===== config.mk =====
export PLATFORM = sky130hd
export DESIGN_NAME = dual_pulse_gen
export DESIGN_NICKNAME = d
export VERILOG_FILES = /design/src/rtl/dual_pulse_gen_pkg.sv /design/src/rtl/dual_pulse_gen_pulse_channel.sv /design/src/rtl/dual_pulse_gen.sv
export SDC_FILE = /design/constraint.sdc
export NUM_CORES = 1
export LEC_CHECK = 0
export ABC_AREA = 1
export ABC_CLOCK_PERIOD_IN_PS = 20600
export BUFFER_PORTS_ARGS = -buffer_cell sky130_fd_sc_hd__buf_2
export CAP_MARGIN = 5
export CORE_MARGIN = 5
export CORE_UTILIZATION = 30
export DETAILED_ROUTE_END_ITERATION = 16
export GPL_TIMING_DRIVEN = 0
export SYNTH_ARGS = -nofsm -noshare
export SYNTH_HDL_FRONTEND = slang
export SYNTH_SLANG_ARGS = --single-unit
export TNS_END_PERCENT = 1

===== constraint.sdc =====
create_clock -name clk200M -period 20.6 [get_ports clk200M]
set_input_delay 1.03 -clock clk200M [delete_from_list [all_inputs] [get_ports clk200M]]
set_output_delay 1.03 -clock clk200M [all_outputs]
set_load 0.05 [all_outputs]

===== src/rtl/dual_pulse_gen_pkg.sv =====
// Shared types for the dual pulse generator: controller state encoding and default field width.
// The DONE state exists only when DUAL_PULSE_GEN_BURST_EN is defined.
package dual_pulse_gen_pkg;

    localparam int CW_DEFAULT = 32;

    typedef enum logic [1:0] {
        ST_IDLE = 2'd0,
        ST_RUN  = 2'd1
`ifdef DUAL_PULSE_GEN_BURST_EN
        , ST_DONE = 2'd2
`endif
    } state_e;

endpackage


===== src/rtl/dual_pulse_gen_pulse_channel.sv =====
// One counter/compare channel: counts 0..period-1 while running and drives a registered
// output that is high while the next count is below the high time.
module pulse_channel
    import dual_pulse_gen_pkg::*;
#(
    parameter int CW = CW_DEFAULT
) (
    input  logic          clk_i,
    input  logic          rst_i,
    input  logic          run_i,
    input  logic          load_i,
    input  logic [CW-1:0] load_val_i,
    input  logic [CW-1:0] period_i,
    input  logic [CW-1:0] high_i,
    input  logic          force_low_i,
    output logic [CW-1:0] cnt_o,
    output logic          out_o
);

    localparam logic [CW-1:0] ONE = CW'(1);

    logic [CW-1:0] cnt_q, cnt_d;
    logic          out_q, out_d;

    // run_i and load_i describe the controller's next cycle, so out_q lines up with cnt_q.
    always_comb begin
        cnt_d = cnt_q;
        if (!run_i) begin
            cnt_d = '0;
        end else if (load_i) begin
            cnt_d = load_val_i;
        end else if (cnt_q == period_i - ONE) begin
            cnt_d = '0;
        end else begin
            cnt_d = cnt_q + ONE;
        end
        out_d = run_i && !force_low_i && (cnt_d < high_i);
    end

    always_ff @(posedge clk_i or posedge rst_i) begin
        if (rst_i) begin
            cnt_q <= '0;
            out_q <= 1'b0;
        end else begin
            cnt_q <= cnt_d;
            out_q <= out_d;
        end
    end

    assign cnt_o = cnt_q;
    assign out_o = out_q;

endmodule


===== src/rtl/dual_pulse_gen.sv =====
// Two phase-related test waveforms (x, y) with a single-entry config shadow applied at period
// boundaries. Optional burst mode (cfg_burst, burst_done, DONE state) under DUAL_PULSE_GEN_BURST_EN.
module dual_pulse_gen
    import dual_pulse_gen_pkg::*;
#(
    parameter int CW = CW_DEFAULT
) (
    input  logic          clk200M,
    input  logic          rst,
    input  logic          enable,
    input  logic          cfg_valid,
    output logic          cfg_ready,
    input  logic [CW-1:0] cfg_period,
    input  logic [CW-1:0] cfg_x_high,
    input  logic [CW-1:0] cfg_phase,
    input  logic [CW-1:0] cfg_y_high,
`ifdef DUAL_PULSE_GEN_BURST_EN
    input  logic [CW-1:0] cfg_burst,
    output logic          burst_done,
`endif
    output logic          x,
    output logic          y,
    output logic          period_tick,
    output logic          running
);

    localparam logic [CW-1:0] ONE = CW'(1);
    localparam logic [CW-1:0] TWO = CW'(2);

    state_e        state_q, state_d;
    logic          sh_full_q, sh_full_d;
    logic          tick_q, tick_d;
    logic [CW-1:0] sh_period_q, sh_xh_q, sh_ph_q, sh_yh_q;
    logic [CW-1:0] act_period_q, act_xh_q, act_ph_q, act_yh_q;

    logic          accept, apply, restart, boundary, run_nx;
    logic [CW-1:0] nx_period, nx_xh, nx_ph, nx_yh;
    logic          y_force_low;
    logic [CW-1:0] y_start;
    logic [CW-1:0] xcnt, ycnt_unused;

`ifdef DUAL_PULSE_GEN_BURST_EN
    logic [CW-1:0] sh_burst_q, act_burst_q;
    logic [CW-1:0] bcnt_q, bcnt_d;
    logic          bdone_q, bdone_d;
`endif

    always_comb begin
        accept   = cfg_valid && !sh_full_q;
        boundary = (state_q == ST_RUN) && (xcnt == act_period_q - ONE);
        state_d  = state_q;
        apply    = 1'b0;
        restart  = 1'b0;
        case (state_q)
            ST_IDLE: begin
                // A pending shadow is applied before leaving IDLE so RUN always starts on it.
                if (sh_full_q) begin
                    apply = 1'b1;
                end else if (enable && (act_period_q >= TWO)) begin
                    state_d = ST_RUN;
                    restart = 1'b1;
                end
            end
            ST_RUN: begin
                if (boundary) begin
                    if (!enable) begin
                        state_d = ST_IDLE;
`ifdef DUAL_PULSE_GEN_BURST_EN
                    end else if ((act_burst_q != '0) && (bcnt_q == act_burst_q - ONE)) begin
                        state_d = ST_DONE;
`endif
                    end else if (sh_full_q) begin
                        apply   = 1'b1;
                        restart = 1'b1;
                        if (sh_period_q < TWO) begin
                            state_d = ST_IDLE;
                        end
                    end
                end
            end
`ifdef DUAL_PULSE_GEN_BURST_EN
            ST_DONE: begin
                if (!enable) begin
                    state_d = ST_IDLE;
                end
            end
`endif
            default: state_d = ST_IDLE;
        endcase

        sh_full_d = sh_full_q;
        if (apply) begin
            sh_full_d = 1'b0;
        end else if (accept) begin
            sh_full_d = 1'b1;
        end

        nx_period   = apply ? sh_period_q : act_period_q;
        nx_xh       = apply ? sh_xh_q     : act_xh_q;
        nx_ph       = apply ? sh_ph_q     : act_ph_q;
        nx_yh       = apply ? sh_yh_q     : act_yh_q;
        y_force_low = (nx_ph >= nx_period);
        // y leads by (period - phase) so its rising edge trails x by exactly phase clocks.
        y_start     = (y_force_low || (nx_ph == '0)) ? '0 : (nx_period - nx_ph);

        run_nx = (state_d == ST_RUN);
        tick_d = run_nx && ((state_q != ST_RUN) || boundary);
    end

    always_ff @(posedge clk200M or posedge rst) begin
        if (rst) begin
            state_q      <= ST_IDLE;
            sh_full_q    <= 1'b0;
            tick_q       <= 1'b0;
            sh_period_q  <= '0;
            sh_xh_q      <= '0;
            sh_ph_q      <= '0;
            sh_yh_q      <= '0;
            act_period_q <= '0;
            act_xh_q     <= '0;
            act_ph_q     <= '0;
            act_yh_q     <= '0;
        end else begin
            state_q   <= state_d;
            sh_full_q <= sh_full_d;
            tick_q    <= tick_d;
            if (accept) begin
                sh_period_q <= (cfg_period == ONE) ? TWO : cfg_period;
                sh_xh_q     <= cfg_x_high;
                sh_ph_q     <= cfg_phase;
                sh_yh_q     <= cfg_y_high;
            end
            if (apply) begin
                act_period_q <= sh_period_q;
                act_xh_q     <= sh_xh_q;
                act_ph_q     <= sh_ph_q;
                act_yh_q     <= sh_yh_q;
            end
        end
    end

`ifdef DUAL_PULSE_GEN_BURST_EN
    always_comb begin
        bcnt_d = bcnt_q;
        if (restart) begin
            bcnt_d = '0;
        end else if (boundary && run_nx) begin
            bcnt_d = bcnt_q + ONE;
        end
        bdone_d = (state_d == ST_DONE) && (state_q != ST_DONE);
    end

    always_ff @(posedge clk200M or posedge rst) begin
        if (rst) begin
            sh_burst_q  <= '0;
            act_burst_q <= '0;
            bcnt_q      <= '0;
            bdone_q     <= 1'b0;
        end else begin
            bcnt_q  <= bcnt_d;
            bdone_q <= bdone_d;
            if (accept) begin
                sh_burst_q <= cfg_burst;
            end
            if (apply) begin
                act_burst_q <= sh_burst_q;
            end
        end
    end

    assign burst_done = bdone_q;
`endif

    pulse_channel #(.CW(CW)) u_x (
        .clk_i       (clk200M),
        .rst_i       (rst),
        .run_i       (run_nx),
        .load_i      (restart),
        .load_val_i  ('0),
        .period_i    (nx_period),
        .high_i      (nx_xh),
        .force_low_i (1'b0),
        .cnt_o       (xcnt),
        .out_o       (x)
    );

    pulse_channel #(.CW(CW)) u_y (
        .clk_i       (clk200M),
        .rst_i       (rst),
        .run_i       (run_nx),
        .load_i      (restart),
        .load_val_i  (y_start),
        .period_i    (nx_period),
        .high_i      (nx_yh),
        .force_low_i (y_force_low),
        .cnt_o       (ycnt_unused),
        .out_o       (y)
    );

    assign cfg_ready   = !sh_full_q;
    assign running     = (state_q == ST_RUN);
    assign period_tick = tick_q;

endmodule


==> key figures <==
Global route
  • Initial antenna violation count: 6
  • First-pass GRT wire length: 111,000 um
  • Grt ovf: 0
  • GRT Resource Usage Total: 0.194
  • Largest net degree at the start of global routing: ~120
  • Number of global-route vias before repair: roughly 19,000

Clock tree
  • Clock Tree Root: clkbuf_16
  • CTS Sinks: about 330
  • TritonCTS buffer count: 40
  • CTS resizes: 0
  • Hold_buf cts: 0
  • CTS Buffer Depth: 3
  • Worst-skew pair later-pin latency: a little under 600 ps
  • TritonCTS clock tree: yes
  • # H-tree levels: 2
  • Setup Fix Bufs, Post-CTS: 0
  • Clock transition at path regs: roughly 60 ps

Hold path
  • Cell depth of the worst hold path: 2
  • Hold_sp: sh_xh_q[0]
  • Hold endpoint: sh_xh_q[0]
  • Hold Path Class: flip-flop to flip-flop

Power and ir drop
  • VDD IR-drop max: around 0.000054 V
  • Pwr/cell area: 146 mW/mm^2
  • Tot Pwr: approximately 3500 uW
  • P_leak: 0.0118 uW

Timing
  • Worst Skew: approximately 38 ps
  • Slew @ Worst Pin: between 1000 and 1500 ps
  • Final TNS setup: 0 ps
  • Final setup fails: 0
  • Max Slew Vio Count: 0
  • Max transition margin: 0.232
  • Final Cycle Share: 0.454
  • RSZ-0062 raised after global routing: no
  • Max Fclk: around 0.11 GHz
  • Final WS setup: 11,240 ps
  • WHS: ~470 ps
  • Minimum clock period: ~9400 ps
  • Final Hold Viols: 0

Placed design
  • Cells after DPL: approximately 4,000
  • Post-DP HPWL: between 50,000 and 60,000 um
  • Port bufs: between 100 and 150
  • Place WS: about 12,000 ps
  • RePlAce Congestion: slightly below 1

Final layout
  • Filler instances: between 7,000 and 8,000
  • Final nets: 3,330
  • Most frequent cells in the layout: nand2_1, inv_1, dfrtp_1, o21ai_0, nor2_1
  • Share of cells above drive strength 1: 0.0940
  • Most common cell after layout, fill and taps aside: nand2_1
  • Area growth syn-to-layout: 15.7%
  • Final std cells w/o fill: ~4,100

Routing
  • Metal-1 WL: 32,900 um
  • Drt total wl: ~74,000 um
  • Vias per inst: between 4 and 5
  • Met3 wire length: approximately 5200 um
  • TritonRoute pass-1 iters: 6
  • WL met2: 33,200 um
  • Starting DRT DRC Count: 1,418
  • Uppermost layer routed: met5
  • Routed via count: about 20,000
  • Antenna-violating nets left: 0
  • DRC Markers: 0
  • DR WL/cell: about 18 um

Floorplan
  • Die X-Extent: between 200 and 300 um
  • Die ar.: between 0.07 and 0.08 mm^2
  • Site Rows: 96
  • Starting Density: 0.303
  • Core ar.: roughly 0.069 mm^2
  • Die height: 273 um
  • I/O pins: about 140

Run
  • Max-cap violations: 0

Logic synthesis
  • Syn avg cell area: slightly above 7 um^2
  • Ys Warns: 0
  • Distinct cells, synth: between 50 and 60
  • Main synth FF type: dfrtp_1
  • #FFs+latches synth: approximately 330
  • Async set-or-reset flop fraction in the synthesized netlist: 1.00
  • Register area share after synthesis: 0.392
  • Post-Syn Nets: between 3,000 and 4,000
  • Post-synth EDFFs: 0
  • Synth Cell Area: between 0.02 and 0.025 mm^2
  • Mapped Cells: about 3,000

Critical path
  • CP most frequent cell: nand2_1
  • Delay-heaviest family, CP: simple AND/OR/NAND/NOR gates
  • Critical path data arrival time: 9840 ps
  • Worst setup EP type: flip-flop
  • Crit path largest cell delay: ~500 ps
  • CP Launch Type: flip-flop
  • Worst R2R Setup Slack: ~11,000 ps
  • Worst-path maximum fanout: 10
  • R2R cell count: 54
  • FF-to-FF Start: act_period_q[0]
  • Worst reg2reg endpoint: u_y.out_o
  • Slowest CP cell: dfrtp_1
  • Worst setup path class: flip-flop to flip-flop
  • CP required: roughly 21,000 ps
  • Sum of buffers and inverters on the critical path: 7

Outcome
  • Status: finished, final reports clean
==> cell usage after synthesis (3+ instances only) <==
| cell | n | share of area |
|---|---|---|
| a21boi_0 | 7 | 0.0025 |
| o21ai_2 | 4 | 0.0017 |
| buf_2 | 16 | 0.0039 |
| a21oi_1 | 105 | 0.025 |
| nor4_1 | 25 | 0.0075 |
| nand2_1 | 803 | 0.14 |
| o21bai_1 | 4 | 0.0014 |
| o21ai_0 | 254 | 0.061 |
| nor2_2 | 15 | 0.0045 |
| a31oi_1 | 19 | 0.0057 |
| and2_1 | 3 | 0.00090 |
| nand2_2 | 21 | 0.0063 |
| a211oi_1 | 5 | 0.0018 |
| dfrtp_1 | 326 | 0.39 |
| nor2_1 | 212 | 0.038 |
| buf_4 | 4 | 0.0014 |
| nand4_1 | 58 | 0.017 |
| inv_1 | 455 | 0.082 |
| nor2_4 | 10 | 0.0054 |
| xor2_1 | 76 | 0.032 |
| clkbuf_1 | 61 | 0.011 |
| or2_2 | 3 | 0.00090 |
| mux2_2 | 3 | 0.0016 |
| nor3b_1 | 6 | 0.0022 |
| nor3_1 | 43 | 0.010 |
| o21ai_1 | 3 | 0.00072 |
| a22oi_1 | 5 | 0.0018 |
| ha_1 | 99 | 0.060 |
| nand3b_1 | 11 | 0.0040 |
| nand3_1 | 209 | 0.050 |
| xnor2_1 | 16 | 0.0067 |
| inv_2 | 3 | 0.00054 |
| buf_1 | 6 | 0.0011 |
==> per-layer routing <==
layer  vias to the layer above  track usage
met2                       515        0.309
met4                        12       0.0644
met1                      9194        0.260
li1                       9701            -
met5                         -            0
met3                       115       0.0449
==> where the power goes <==
part	total [uW]	internal (uW)	switching [uW]
sequential	1030	901	130
combinational	1750	549	1200
clock	732	438	294
==> through the flow <==
stage	cell area, um^2	utilization
floorplan	20800	-
global placement	22600	0.330
detailed placement	22700	0.330
CTS	24000	0.350
global route	24000	0.350
finish	24100	0.350
==> flip-flops by register name, summed over array words and instances (netlist names) <==
register and flops:
act_period_q 32, act_ph_q 32, act_xh_q 32, act_yh_q 32
period_tick 1, sh_full_q 1, sh_period_q 32, sh_ph_q 32
sh_xh_q 32, sh_yh_q 32, state_q 2, u_x.cnt_o 32
u_x.out_o 1, u_y.cnt_o 32, u_y.out_o 1
==> how the worst max path moves through the flow <==
stage                          startpoint         endpoint  slack, ps  depth (start not counted)
after global routing      act_period_q[0]        u_y.out_o      10380                         54
final                     act_period_q[0]        u_y.out_o      11240                         54
after CTS                 act_period_q[0]        u_y.out_o      11500                         54
after global placement                rst      sh_ph_q[28]       6470                          2
after floorplan                       rst  act_period_q[0]      10540                          1
after detailed placement  act_period_q[0]        u_y.out_o      11540                         54
==> worst reg2reg max path, delay by kind of cell, from the launching register on <==
family,cells,cell delay (ps)
flip-flops,1,490
AND/OR/NAND/NOR,32,4170
adder cells (fa/ha/maj),3,1020
buffers and inverters,7,1330
AO/OA/AOI/OAI,12,2290
==> layout make-up <==
class	instances	area, um^2	area share
Clock buffer	51	1090	0.0454
Sequential cell	326	8160	0.339
Antenna cell	4	10.0	0.000416
Timing Repair Buffer	139	743	0.0309
Buffer	90	399	0.0166
Tap cell	931	1160	0.0484
Multi-Input combinational cell	2042	10500	0.437
Clock inverter	19	244	0.0101
Inverter	459	1730	0.0719
==> kinds of logic after synthesis <==
logic type	Yosys count	synth area share
AO/OA/AOI/OAI	418	0.107
multiplexers	3	0.00162
adder cells (fa/ha/maj)	100	0.0605
AND/OR/NAND/NOR	1427	0.297
other	1	0.000180
XOR/XNOR	93	0.0395
buffers and inverters	549	0.102
flip-flops	326	0.392
Note: power is estimated with default switching activity, not from simulation.
